## src/rtl/axi2mem_pkg.sv

```systemverilog
// Shared constants and types for the AXI-to-memory read command path.
package axi2mem_pkg;

  localparam int unsigned DEFAULT_ADDR_WIDTH = 32;
  localparam int unsigned DEFAULT_ID_WIDTH   = 6;

  localparam logic [1:0] BURST_FIXED = 2'b00;
  localparam logic [1:0] BURST_INCR  = 2'b01;
  localparam logic [1:0] BURST_WRAP  = 2'b10;

  typedef enum logic [0:0] {
    ST_IDLE  = 1'b0,
    ST_BURST = 1'b1
  } rd_state_e;

  // Beats wider than the 64-bit bus are not supported; larger sizes behave as 8 bytes.
  function automatic logic [2:0] clamp_size(input logic [2:0] size);
    logic [2:0] res;
    if (size > 3'd3) begin
      res = 3'd3;
    end else begin
      res = size;
    end
    return res;
  endfunction

endpackage

```

## src/rtl/axi2mem_burst_addr_next.sv

```systemverilog
// Next beat address for an AXI burst (FIXED / INCR / WRAP), purely combinational.
module axi2mem_burst_addr_next
  import axi2mem_pkg::*;
#(
  parameter int unsigned ADDR_WIDTH = DEFAULT_ADDR_WIDTH
) (
  input  logic [ADDR_WIDTH-1:0] i_addr,
  input  logic [2:0]            i_size,
  input  logic [7:0]            i_len,
  input  logic [1:0]            i_burst,
  output logic [ADDR_WIDTH-1:0] o_next_addr
);

  localparam logic [ADDR_WIDTH-1:0] L_ONE = {{(ADDR_WIDTH-1){1'b0}}, 1'b1};

  logic [2:0]            w_size;
  logic [ADDR_WIDTH-1:0] w_bytes;
  logic [ADDR_WIDTH-1:0] w_incr;
  logic [ADDR_WIDTH-1:0] w_mask;
  logic                  w_wrap_legal;

  // Address arithmetic and burst-type selection.
  always_comb begin
    w_size       = clamp_size(i_size);
    w_bytes      = L_ONE << w_size;
    w_incr       = i_addr + w_bytes;
    w_mask       = (({{(ADDR_WIDTH-8){1'b0}}, i_len} + L_ONE) << w_size) - L_ONE;
    w_wrap_legal = (i_len == 8'd1) || (i_len == 8'd3) || (i_len == 8'd7) || (i_len == 8'd15);
    o_next_addr  = i_addr;
    case (i_burst)
      BURST_FIXED: o_next_addr = i_addr;
      BURST_WRAP: begin
        // Illegal wrap lengths fall back to incrementing.
        if (w_wrap_legal) begin
          o_next_addr = (i_addr & ~w_mask) | (w_incr & w_mask);
        end else begin
          o_next_addr = w_incr;
        end
      end
      default: o_next_addr = w_incr;
    endcase
  end

endmodule

```

## src/rtl/axi2mem_rd_trans_gen.sv

```systemverilog
// Splits one AXI AR burst into per-beat 32-bit word requests on two lanes
// (lane 0 low word, lane 1 high word of the 64-bit beat).
module axi2mem_rd_trans_gen
  import axi2mem_pkg::*;
#(
  parameter int unsigned ADDR_WIDTH = DEFAULT_ADDR_WIDTH,
  parameter int unsigned ID_WIDTH   = DEFAULT_ID_WIDTH
) (
  input  logic                    clk_i,
  input  logic                    rst_ni,
  input  logic                    ar_valid_i,
  output logic                    ar_ready_o,
  input  logic [ADDR_WIDTH-1:0]   ar_addr_i,
  input  logic [7:0]              ar_len_i,
  input  logic [2:0]              ar_size_i,
  input  logic [1:0]              ar_burst_i,
  input  logic [ID_WIDTH-1:0]     ar_id_i,
  output logic [1:0]              trans_rd_req_o,
  input  logic [1:0]              trans_rd_gnt_i,
  output logic [2*ADDR_WIDTH-1:0] trans_rd_add_o,
  output logic [2*ID_WIDTH-1:0]   trans_rd_id_o,
  output logic [1:0]              trans_rd_last_o,
  output logic                    busy_o
);

  rd_state_e             r_state, w_state_nxt;
  logic [7:0]            r_cnt, w_cnt_nxt;
  logic [7:0]            r_len, w_len_nxt;
  logic [ADDR_WIDTH-1:0] r_addr, w_addr_nxt;
  logic [ID_WIDTH-1:0]   r_id, w_id_nxt;
  logic [2:0]            r_size, w_size_nxt;
  logic [1:0]            r_burst, w_burst_nxt;
  logic [1:0]            r_done, w_done_nxt;

  logic                  w_busy;
  logic [1:0]            w_req;
  logic [1:0]            w_acc;
  logic                  w_complete;
  logic [ADDR_WIDTH-1:0] w_next_addr;
  logic [ADDR_WIDTH-1:0] w_lane0_addr;

  assign w_busy       = (r_state == ST_BURST);
  assign w_req        = w_busy ? ~r_done : 2'b00;
  assign w_acc        = w_req & trans_rd_gnt_i;
  assign w_complete   = w_busy & ((r_done | w_acc) == 2'b11);
  assign w_lane0_addr = {r_addr[ADDR_WIDTH-1:3], 3'b000};

  axi2mem_burst_addr_next #(
    .ADDR_WIDTH(ADDR_WIDTH)
  ) u_addr_next (
    .i_addr     (r_addr),
    .i_size     (r_size),
    .i_len      (r_len),
    .i_burst    (r_burst),
    .o_next_addr(w_next_addr)
  );

  // State and burst-context registers.
  always_ff @(posedge clk_i or negedge rst_ni) begin
    if (!rst_ni) begin
      r_state <= ST_IDLE;
      r_cnt   <= 8'd0;
      r_len   <= 8'd0;
      r_addr  <= {ADDR_WIDTH{1'b0}};
      r_id    <= {ID_WIDTH{1'b0}};
      r_size  <= 3'd0;
      r_burst <= 2'b00;
      r_done  <= 2'b00;
    end else begin
      r_state <= w_state_nxt;
      r_cnt   <= w_cnt_nxt;
      r_len   <= w_len_nxt;
      r_addr  <= w_addr_nxt;
      r_id    <= w_id_nxt;
      r_size  <= w_size_nxt;
      r_burst <= w_burst_nxt;
      r_done  <= w_done_nxt;
    end
  end

  // Next-state: capture AR in IDLE, track lane completion and advance beats in BURST.
  always_comb begin
    w_state_nxt = r_state;
    w_cnt_nxt   = r_cnt;
    w_len_nxt   = r_len;
    w_addr_nxt  = r_addr;
    w_id_nxt    = r_id;
    w_size_nxt  = r_size;
    w_burst_nxt = r_burst;
    w_done_nxt  = r_done;
    case (r_state)
      ST_IDLE: begin
        if (ar_valid_i) begin
          w_state_nxt = ST_BURST;
          w_cnt_nxt   = ar_len_i;
          w_len_nxt   = ar_len_i;
          w_addr_nxt  = ar_addr_i;
          w_id_nxt    = ar_id_i;
          w_size_nxt  = clamp_size(ar_size_i);
          w_burst_nxt = ar_burst_i;
          w_done_nxt  = 2'b00;
        end else begin
          w_state_nxt = ST_IDLE;
        end
      end
      ST_BURST: begin
        if (w_complete) begin
          w_done_nxt = 2'b00;
          if (r_cnt == 8'd0) begin
            w_state_nxt = ST_IDLE;
          end else begin
            w_cnt_nxt  = r_cnt - 8'd1;
            w_addr_nxt = w_next_addr;
          end
        end else begin
          // A lane granted early stays quiet until its partner is granted.
          w_done_nxt = r_done | w_acc;
        end
      end
      default: w_state_nxt = ST_IDLE;
    endcase
  end

  // Outputs decoded from registered state only, so reset clears them immediately.
  always_comb begin
    ar_ready_o      = 1'b1;
    busy_o          = 1'b0;
    trans_rd_req_o  = 2'b00;
    trans_rd_add_o  = {(2*ADDR_WIDTH){1'b0}};
    trans_rd_id_o   = {(2*ID_WIDTH){1'b0}};
    trans_rd_last_o = 2'b00;
    if (w_busy) begin
      ar_ready_o      = 1'b0;
      busy_o          = 1'b1;
      trans_rd_req_o  = w_req;
      trans_rd_add_o  = {w_lane0_addr + {{(ADDR_WIDTH-3){1'b0}}, 3'b100}, w_lane0_addr};
      trans_rd_id_o   = {r_id, r_id};
      trans_rd_last_o = (r_cnt == 8'd0) ? 2'b11 : 2'b00;
    end else begin
      ar_ready_o = 1'b1;
    end
  end

endmodule

```

## config.mk

```make
export PLATFORM = sky130hd
export DESIGN_NAME = axi2mem_rd_trans_gen
export DESIGN_NICKNAME = d
export VERILOG_FILES = /design/src/rtl/axi2mem_pkg.sv /design/src/rtl/axi2mem_burst_addr_next.sv /design/src/rtl/axi2mem_rd_trans_gen.sv
export SDC_FILE = /design/constraint.sdc
export NUM_CORES = 1
export LEC_CHECK = 0
export ABC_AREA = 1
export CORE_AREA = 2 2 107 109
export DETAILED_ROUTE_END_ITERATION = 12
export DIE_AREA = 0 0 109 111
export HOLD_SLACK_MARGIN = 0.03
export MAX_ROUTING_LAYER = met4
export PLACE_DENSITY = 0.93
export REMOVE_ABC_BUFFERS = 1
export SLEW_MARGIN = 15
export SYNTH_ARGS = -nofsm -noshare
export SYNTH_HDL_FRONTEND = slang
export SYNTH_SLANG_ARGS = --single-unit
export TNS_END_PERCENT = 20
```

## constraint.sdc

```tcl
create_clock -name clk_i -period 2.7 [get_ports clk_i]
set_clock_uncertainty 0.05 [all_clocks]
set_input_delay 0.81 -clock clk_i [delete_from_list [all_inputs] [get_ports clk_i]]
set_output_delay 0.81 -clock clk_i [all_outputs]
set_load 0.005 [all_outputs]
```

# Word-level counts from Yosys, hierarchy flattened
# Index checks and enable logic that the tools add are counted.
# totals
wordCells	71
reg_bits	62
inputBits	56
out_inout_bits	82
# classes
n_shift	2
bitwise	9
n_eq_ne	10
n_mux	27
addsub	5
order_cmp	2
reduce_logical	8
# ops
operator	n
$mux 32	4
$pmux 32 s2	2
$and 32x32->32	2
$mux 64	1
$add 32x3->32 const B	1
$add 32x32->32	1
$not 32->32	1
$or 32x32->32	1
$shl 1x3->32 const A	1
$shl 32x3->32	1
$sub 32x1->32 const B	1
$mux 8	3
$pmux 8 s2	1
$mux 12	1
$mux 2	6
$add 8x1->9 const B	1
$eq 8x1->1 const B	1
$eq 8x2->1 const B	1
$eq 8x3->1 const B	1
$eq 8x4->1 const B	1
$logic_not 8->1	1
$sub 8x1->8 const B	1
$gt 3x2->1 const B	2
$mux 3	2
other kinds (16)	25

# Logic depth before layout (Yosys ltp)
# Gate-level depths: netlist of the first run.
# logic_depth
ltp_word	12
depth_mapped	19
mapped_depth_nobuf	19

# Cells and area by module
# Synthesis of the first run repeated with hierarchy kept, for this count alone.
# unflattened
hier_cells	1142
hier_area_um2	6756.5
# modules_own_cells
module	area_per_inst_um2	n_inst	seq_area_each_um2	cells_each
axi2mem_rd_trans_gen	3648.5	1	1551.5	548
axi2mem_burst_addr_next	3108.0	1	0.0	594

# Worst setup path after synthesis of the first run
# No wires, ideal clock.
# synth_path
kind	flip-flop to flip-flop
from	register r_size[1]
to	register with a tool-made name
stages_incl_launch_ff	18
setup_ns	0.073
arrival_time_ns	2.276
path_buffers	1
required_ns	2.577
path_slack_ns	0.301
cell_sequence	dfrtp_1 nor2_2 inv_1 buf_2 nor2_1 fa_1 nand3_1 nand2_1 nand3_1 nand2_1 nand3_1 nor2_2 nand3_1 nand2_1 nand2_1 nor2_1 nand2_1 a21oi_2
# synth_rtl
item	line	text
start: declaration	axi2mem_rd_trans_gen.sv:31	logic [2:0] r_size, w_size_nxt;
start signal: assignment	axi2mem_rd_trans_gen.sv:75	r_size <= w_size_nxt;

# Final worst setup path of the first run
# layout_path
from	register r_state
to	output port trans_rd_add_o[8]
# layout_between
elab_chain_cells	1
# layout_rtl
item	line	text
start: declaration	axi2mem_rd_trans_gen.sv:26	rd_state_e r_state, w_state_nxt;
start signal: assignment	axi2mem_rd_trans_gen.sv:70	r_state <= w_state_nxt;
$mux 64	axi2mem_rd_trans_gen.sv:132	if (w_busy) begin
end: declaration	axi2mem_rd_trans_gen.sv:20	output logic [2*ADDR_WIDTH-1:0] trans_rd_add_o,
# No other way between the ends.

==> results of run 1 <==
-- per-stage QoR --
step,instances,hold WS [ps],setup slack (ps),setup TNS [ps],util
floorplan,806,399,-1250,-55910,-
global placement,1100,414,95.3,0,0.601
detailed placement,1100,420,9.73,0,0.601
CTS,1123,435,-184,-376,0.636
global route,1139,458,-113,-1700,0.669
finish,1139,428,-3.14,-4.21,0.669
-- repair_timing --
| action | 4_1_cts | 5_1_grt |
|---|---|---|
| pin swaps | 1 | 14 |
| setup endpoints to repair | 5 | 89 |
| buffers inserted | 7 | 16 |
| gates cloned | 0 | 1 |
| resized for setup | 10 | 72 |
-- routing by layer --
| layer | part of all wire | vias to the layer above | wire length [um] | global-route usage |
|---|---|---|---|---|
| li1 | - | 2934 | - | - |
| met3 | 0.084 | 40 | 1310 | 0.0423 |
| met5 | 0 | - | 0 | - |
| met2 | 0.49 | 290 | 7650 | 0.418 |
| met1 | 0.40 | 2740 | 6310 | 0.308 |
| met4 | 0.024 | 0 | 380 | 0.0803 |
-- cell families (layout without fill, tap and decap cells) --
logic type / after synthesis / after routing / synth area share
mux: 1 / 1 / 0.00185
fa+ha+maj: 14 / 14 / 0.0338
other cells: 2 / 10 / 0.00139
compound gates: 118 / 118 / 0.126
xor+xnor: 11 / 11 / 0.0178
simple gates: 469 / 470 / 0.367
buf+inv: 188 / 310 / 0.165
flops: 62 / 62 / 0.287
-- cells in the final DEF, fill, tap and decap left out, drive strengths merged, types with 2 or more instances in the layout --
cell type and count:
a22oi 2, inv 121, xor2 8, nand4 8
xnor2 3, o21ai 59, nor2 95, clkbuf 11
nand3 68, a21oi 41, a21o 2, nand2 284
dlymetal6s2s 34, or2 2, dfrtp 62, o211ai 3
clkdlybuf4s50 96, nor4 5, ha 13, buf 42
conb 10, clkinvlp 3, nor3 7, a31oi 4
-- path summary, 6_finish.rpt --
check / endpoint / slack, ps
setup reg to reg: flop / 40
hold reg to reg: r_id[4]$_DFFE_PN0P_ / 430
setup / recovery: trans_rd_add_o[8] / -3
hold / removal: r_id[2]$_DFFE_PN0P_ / 430
max in group asynchronous: r_state$_DFF_PN0_ / 1880
min in group clk_i: r_id[4]$_DFFE_PN0P_ / 430
-- cell usage after synthesis, drive strengths merged, types with 3 or more instances --
cell type,count
a21oi,41
a31oi,4
buf,56
clkbuf,11
dfrtp,62
ha,13
inv,121
nand2,283
nand3,68
nand4,8
nor2,95
nor3,7
nor4,5
o211ai,3
o21ai,59
xnor2,3
xor2,8
-- power by group --
group / leakage, nW / internal (mW) / switching [mW]
Sequential: 0.747 / 1.32 / 0.448
Clock: 0.144 / 0.763 / 0.440
Combinational: 3.24 / 2.20 / 2.66
Total: 4.13 / 4.28 / 3.55
-- area by class of cell --
cell class,instances,area share
Multi-Input combinational cell,624,0.426
Timing Repair Buffer,173,0.236
Sequential cell,62,0.210
Inverter,121,0.0616
Clock buffer,11,0.0341
Tap cell,143,0.0241
Clock inverter,5,0.00776
==> reports/metrics.yaml, run 1 <==
outcome: "finished, violations left"
violations: "negative setup slack"
vdd.ir_drop.worst_v: 0.000606
crit_chain: "buf_12 -> nand2_1 -> inv_1 -> clkdlybuf4s50_1"
finalMaxSlewViolations: 0
ff2ff_path_depth: 19
cp_data_arrival_time_ps: 1840
first_global_vias: 5404
total_power_mw: 7.83
design.portCount: 138
num_vias: 6004
rsz0062_at_grt: "true"
cts_buffer_depth: 2
syn-cell-area_mm2: 0.00540
synth_flop_cell: "dfrtp_1"
power.density_mw_per_mm2: 1060
dieArea_mm2: 0.0121
dp_hpwl_um: 10900
clk_pin_slew_worst_paths_ps: 50
crit_slowest_cell: "dfrtp_2"
cp.depth: 4
ant_nets: 0
grt_first_pass_wirelength_um: 24200
p_leak_nw: 4.13
multi_input_area_mm2: 0.00316
regArea_mm2: 0.00155
grt_usage: 0.251
setup_ws_ps: -3.14
period_share: 1.00
slowest_delay_ps: 520
areaGrowthSynthToFinish_pct: 37.2
crit_type: "flop to primary output"
synth-seq-cells: 62
crit_buf_inv: 3
h-tree-depth: 3
crit_required_ps: 1840
yosys-top-cells-area: "dfrtp_1, nand2_1, inv_1, buf_4, nor2_1"
core_mm2: 0.0111
fin_crit_ps: 2700
die_y_um: 111
path_max_fanout: 54
postPlaceCellArea_mm2: 0.00666
first_pass_iters: 7
setup_viol: 2
fill_cells: 880
drive_above_1_share: 0.139
wl_per_cell_um: 13.7
numPortBuffers: 132
start_kind: "flop"
cts_buffers: 9
synth_edf_count: 0
ys_seq_area_frac: 0.287
postCtsHoldBufs: 0
fp.dieW_um: 109
rr_startpoint: "r_cnt[1]$_DFFE_PN0P_"
grt_max_degree: 63
setup.worst_path.start: "r_state$_DFF_PN0_"
cts_sinks: 62
tightest_slew_ps: 567
drtIter0Drc: 373
synth_top_area_share: 0.287
crit_family: "buffers and inverters"
nNetsFinal: 1061
gp_congestion: 0.905
finalHoldViolations: 0
final_area_mm2: 0.00741
insertedDiodeCount: 0
synth.avg_cell_area_um2: 6.24
grt_overflow: 0
synthCells: 865
slew_headroom: 0.619
end_kind: "primary output"
num_rows: 39
ys_warn_count: 0
clk_latency_ps: 330
antenna_found_initial: 0
synth.largest_area_cell: "dfrtp_1"
start_util: 0.488
drc: 0
hold_path_class: "input pin to asynchronous set/reset pin"
vias_per_cell: 5.27
fmax_ghz: 0.370
finalWirelength_um: 15600
drv_cap: 0
synth.distinct_cells: 44
cts_tree: "built"
ys_async_sr_fraction: 1.00
clockRootBuffer: "clkbuf_16"
No activity file was read; power rests on OpenSTA's default activity.
==> run 2, diff against run 1 <==
SETUP_SLACK_MARGIN = 0.15   (was unset)
==> run 2 against run 1 <==
Compared with the run above: the flow still finishes with violations (negative setup slack); count of clock-buffer cells in the layout stayed put; die area stayed put; clock power hardly changed; non-clock buffer count is 32 higher; core utilization is 4.2 points higher; flip-flop and latch count stayed put; combinational power is 14% higher; first-iteration DRC count is 50% higher; sequential share of layout area is 1.2 points lower; cell area is 6.3% higher; sequential power hardly changed; power is 9.2% higher; critical path type unchanged.
==> reports/metrics.yaml, run 2 (synthesized netlist as in run 1, its figures left out) <==
multi_input_area_mm2: 0.00328
setup_ws_ps: -89.7
power.density_mw_per_mm2: 1090
areaGrowthSynthToFinish_pct: 45.9
ant_nets: 0
num_vias: 6382
pre_cts_slack_ps: 9.73
violations: "negative setup slack"
slew_headroom: 0.583
swShare: 0.462
crit_type: "flop to primary output"
setup_viol: 6
gp_congestion: 0.905
cts_tree: "built"
first_global_vias: 5777
design.portCount: 138
power_frac_clock: 0.143
cts_buffer_depth: 2
grt_first_pass_wirelength_um: 26500
fill_cells: 784
dp_hpwl_um: 10900
vias_per_cell: 5.45
comb_power_share: 0.648
seqPwrFrac: 0.209
end_kind: "primary output"
h-tree-depth: 3
fp.dieW_um: 109
grt_usage: 0.278
wl_per_cell_um: 15.7
first_pass_iters: 5
drtIter0Drc: 558
p_int_mw: 4.60
clockRootBuffer: "clkbuf_16"
die_y_um: 111
final_common_cell: "nand2_1"
start_util: 0.488
core_mm2: 0.0111
regArea_mm2: 0.00155
finalWirelength_um: 18400
p_leak_nw: 4.32
rsz0062_at_grt: "true"
start_kind: "flop"
drive_above_1_share: 0.187
antenna_found_initial: 0
clk_latency_ps: 330
cts_sinks: 62
p_switching_mw: 3.95
rr_startpoint: "r_cnt[0]$_DFFE_PN0P_"
fmax_ghz: 0.358
drv_cap: 0
cts_buffers: 9
finalMaxSlewViolations: 0
vdd.ir_drop.worst_v: 0.000657
insertedDiodeCount: 0
dieArea_mm2: 0.0121
outcome: "finished, violations left"
grt_overflow: 0
final_util: 0.712
period_share: 1.03
crit_required_ps: 1840
num_rows: 39
numPortBuffers: 132
clk_pin_slew_worst_paths_ps: 60
hold_path_class: "input pin to asynchronous set/reset pin"
setup.worst_path.start: "r_cnt[0]$_DFFE_PN0P_"
cp_data_arrival_time_ps: 1930
drc: 0
nNetsFinal: 1093
fin_crit_ps: 2790
finalHoldViolations: 0
path_max_fanout: 2
tightest_slew_ps: 620
final_cell_mix: "nand2_1, inv_1, clkdlybuf4s50_1"
grt_max_degree: 63
[run 2: cell types whose count changed in the layout (fill, tap and decap cells not counted), moves of 3 or more]
| cell | previous run | this run |
|---|---|---|
| a21oi_1 | 36 | 32 |
| a21oi_2 | 4 | 7 |
| buf_4 | 36 | 44 |
| buf_6 | 2 | 25 |
| nand2_1 | 267 | 261 |
| nand3_1 | 55 | 58 |
| nand3_2 | 13 | 10 |
| nor2_1 | 81 | 76 |
| nor2_2 | 10 | 14 |
| o21ai_0 | 52 | 42 |
| o21ai_1 | 4 | 8 |
| o21ai_2 | 3 | 7 |
[run 2: timing repair]
item                       4_1_cts  5_1_grt
cloned                           0        2
setup endpoints to repair       73      103
resized for setup               36      123
buffers inserted                35       18
pin swaps                       11       23
hold buffers                     0        0
[run 2: worst paths after layout]
check                      slack [ps]  depth (start not counted)                   to
setup / recovery                  -90                         11   trans_rd_last_o[1]
hold / removal                    440                          2  r_id[2]$_DFFE_PN0P_
setup reg to reg                  -30                         21                 flop
hold reg to reg                   440                          2  r_id[4]$_DFFE_PN0P_
max in group asynchronous        1880                          2    r_state$_DFF_PN0_
min in group clk_i                440                          2  r_id[4]$_DFFE_PN0P_
[run 2: worst max-delay path, cell delays in order, from the launching register on]
cell and delay [ps]:
dfrtp_1 410, inv_2 110, ha_4 150, nand2_4 60
nor2_4 140, nand2_2 90, inv_2 70, nand4_1 150
inv_2 130, buf_6 100, buf_6 90, buf_6 80
[run 2: per-stage QoR]
stage               area, um2  total power, mW  TNS [ps]  hold WS (ps)  cells
floorplan                4990             4.33    -55910           399    806
global placement         6660             5.94         0           414   1100
detailed placement       6660             6.10         0           420   1100
CTS                      7310             7.68         0           435   1151
global route             7880             9.15     -1170           457   1171
finish                   7880             8.55      -201           435   1171
[run 2: area by class of cell]
| type | instances | share of cell area |
|---|---|---|
| clock buffers | 11 | 0.0321 |
| clock inverters | 5 | 0.00730 |
| inverters | 121 | 0.0599 |
| multi-input cells | 623 | 0.416 |
| flip-flops and latches | 62 | 0.197 |
| well taps | 143 | 0.0227 |
| repair buffers | 205 | 0.263 |
| repair inverters | 1 | 0.00111 |
[run 2: power groups by stage]
stage               clock [mW]  sequential, mW  combinational (mW)
finish                    1.22            1.79                5.55
global route              1.26            1.83                6.06
floorplan                    0            1.64                2.69
detailed placement           0            1.75                4.36
global placement             0            1.74                4.21
CTS                       1.21            1.73                4.75
[run 2: routing by layer]
metal | track usage | wire length (um) | vias up
met3 | 0.0494 | 1570 | 84
met2 | 0.458 | 9080 | 403
met4 | 0.127 | 876 | 0
li1 | - | - | 2988
met1 | 0.326 | 6870 | 2907
met5 | - | 0 | -
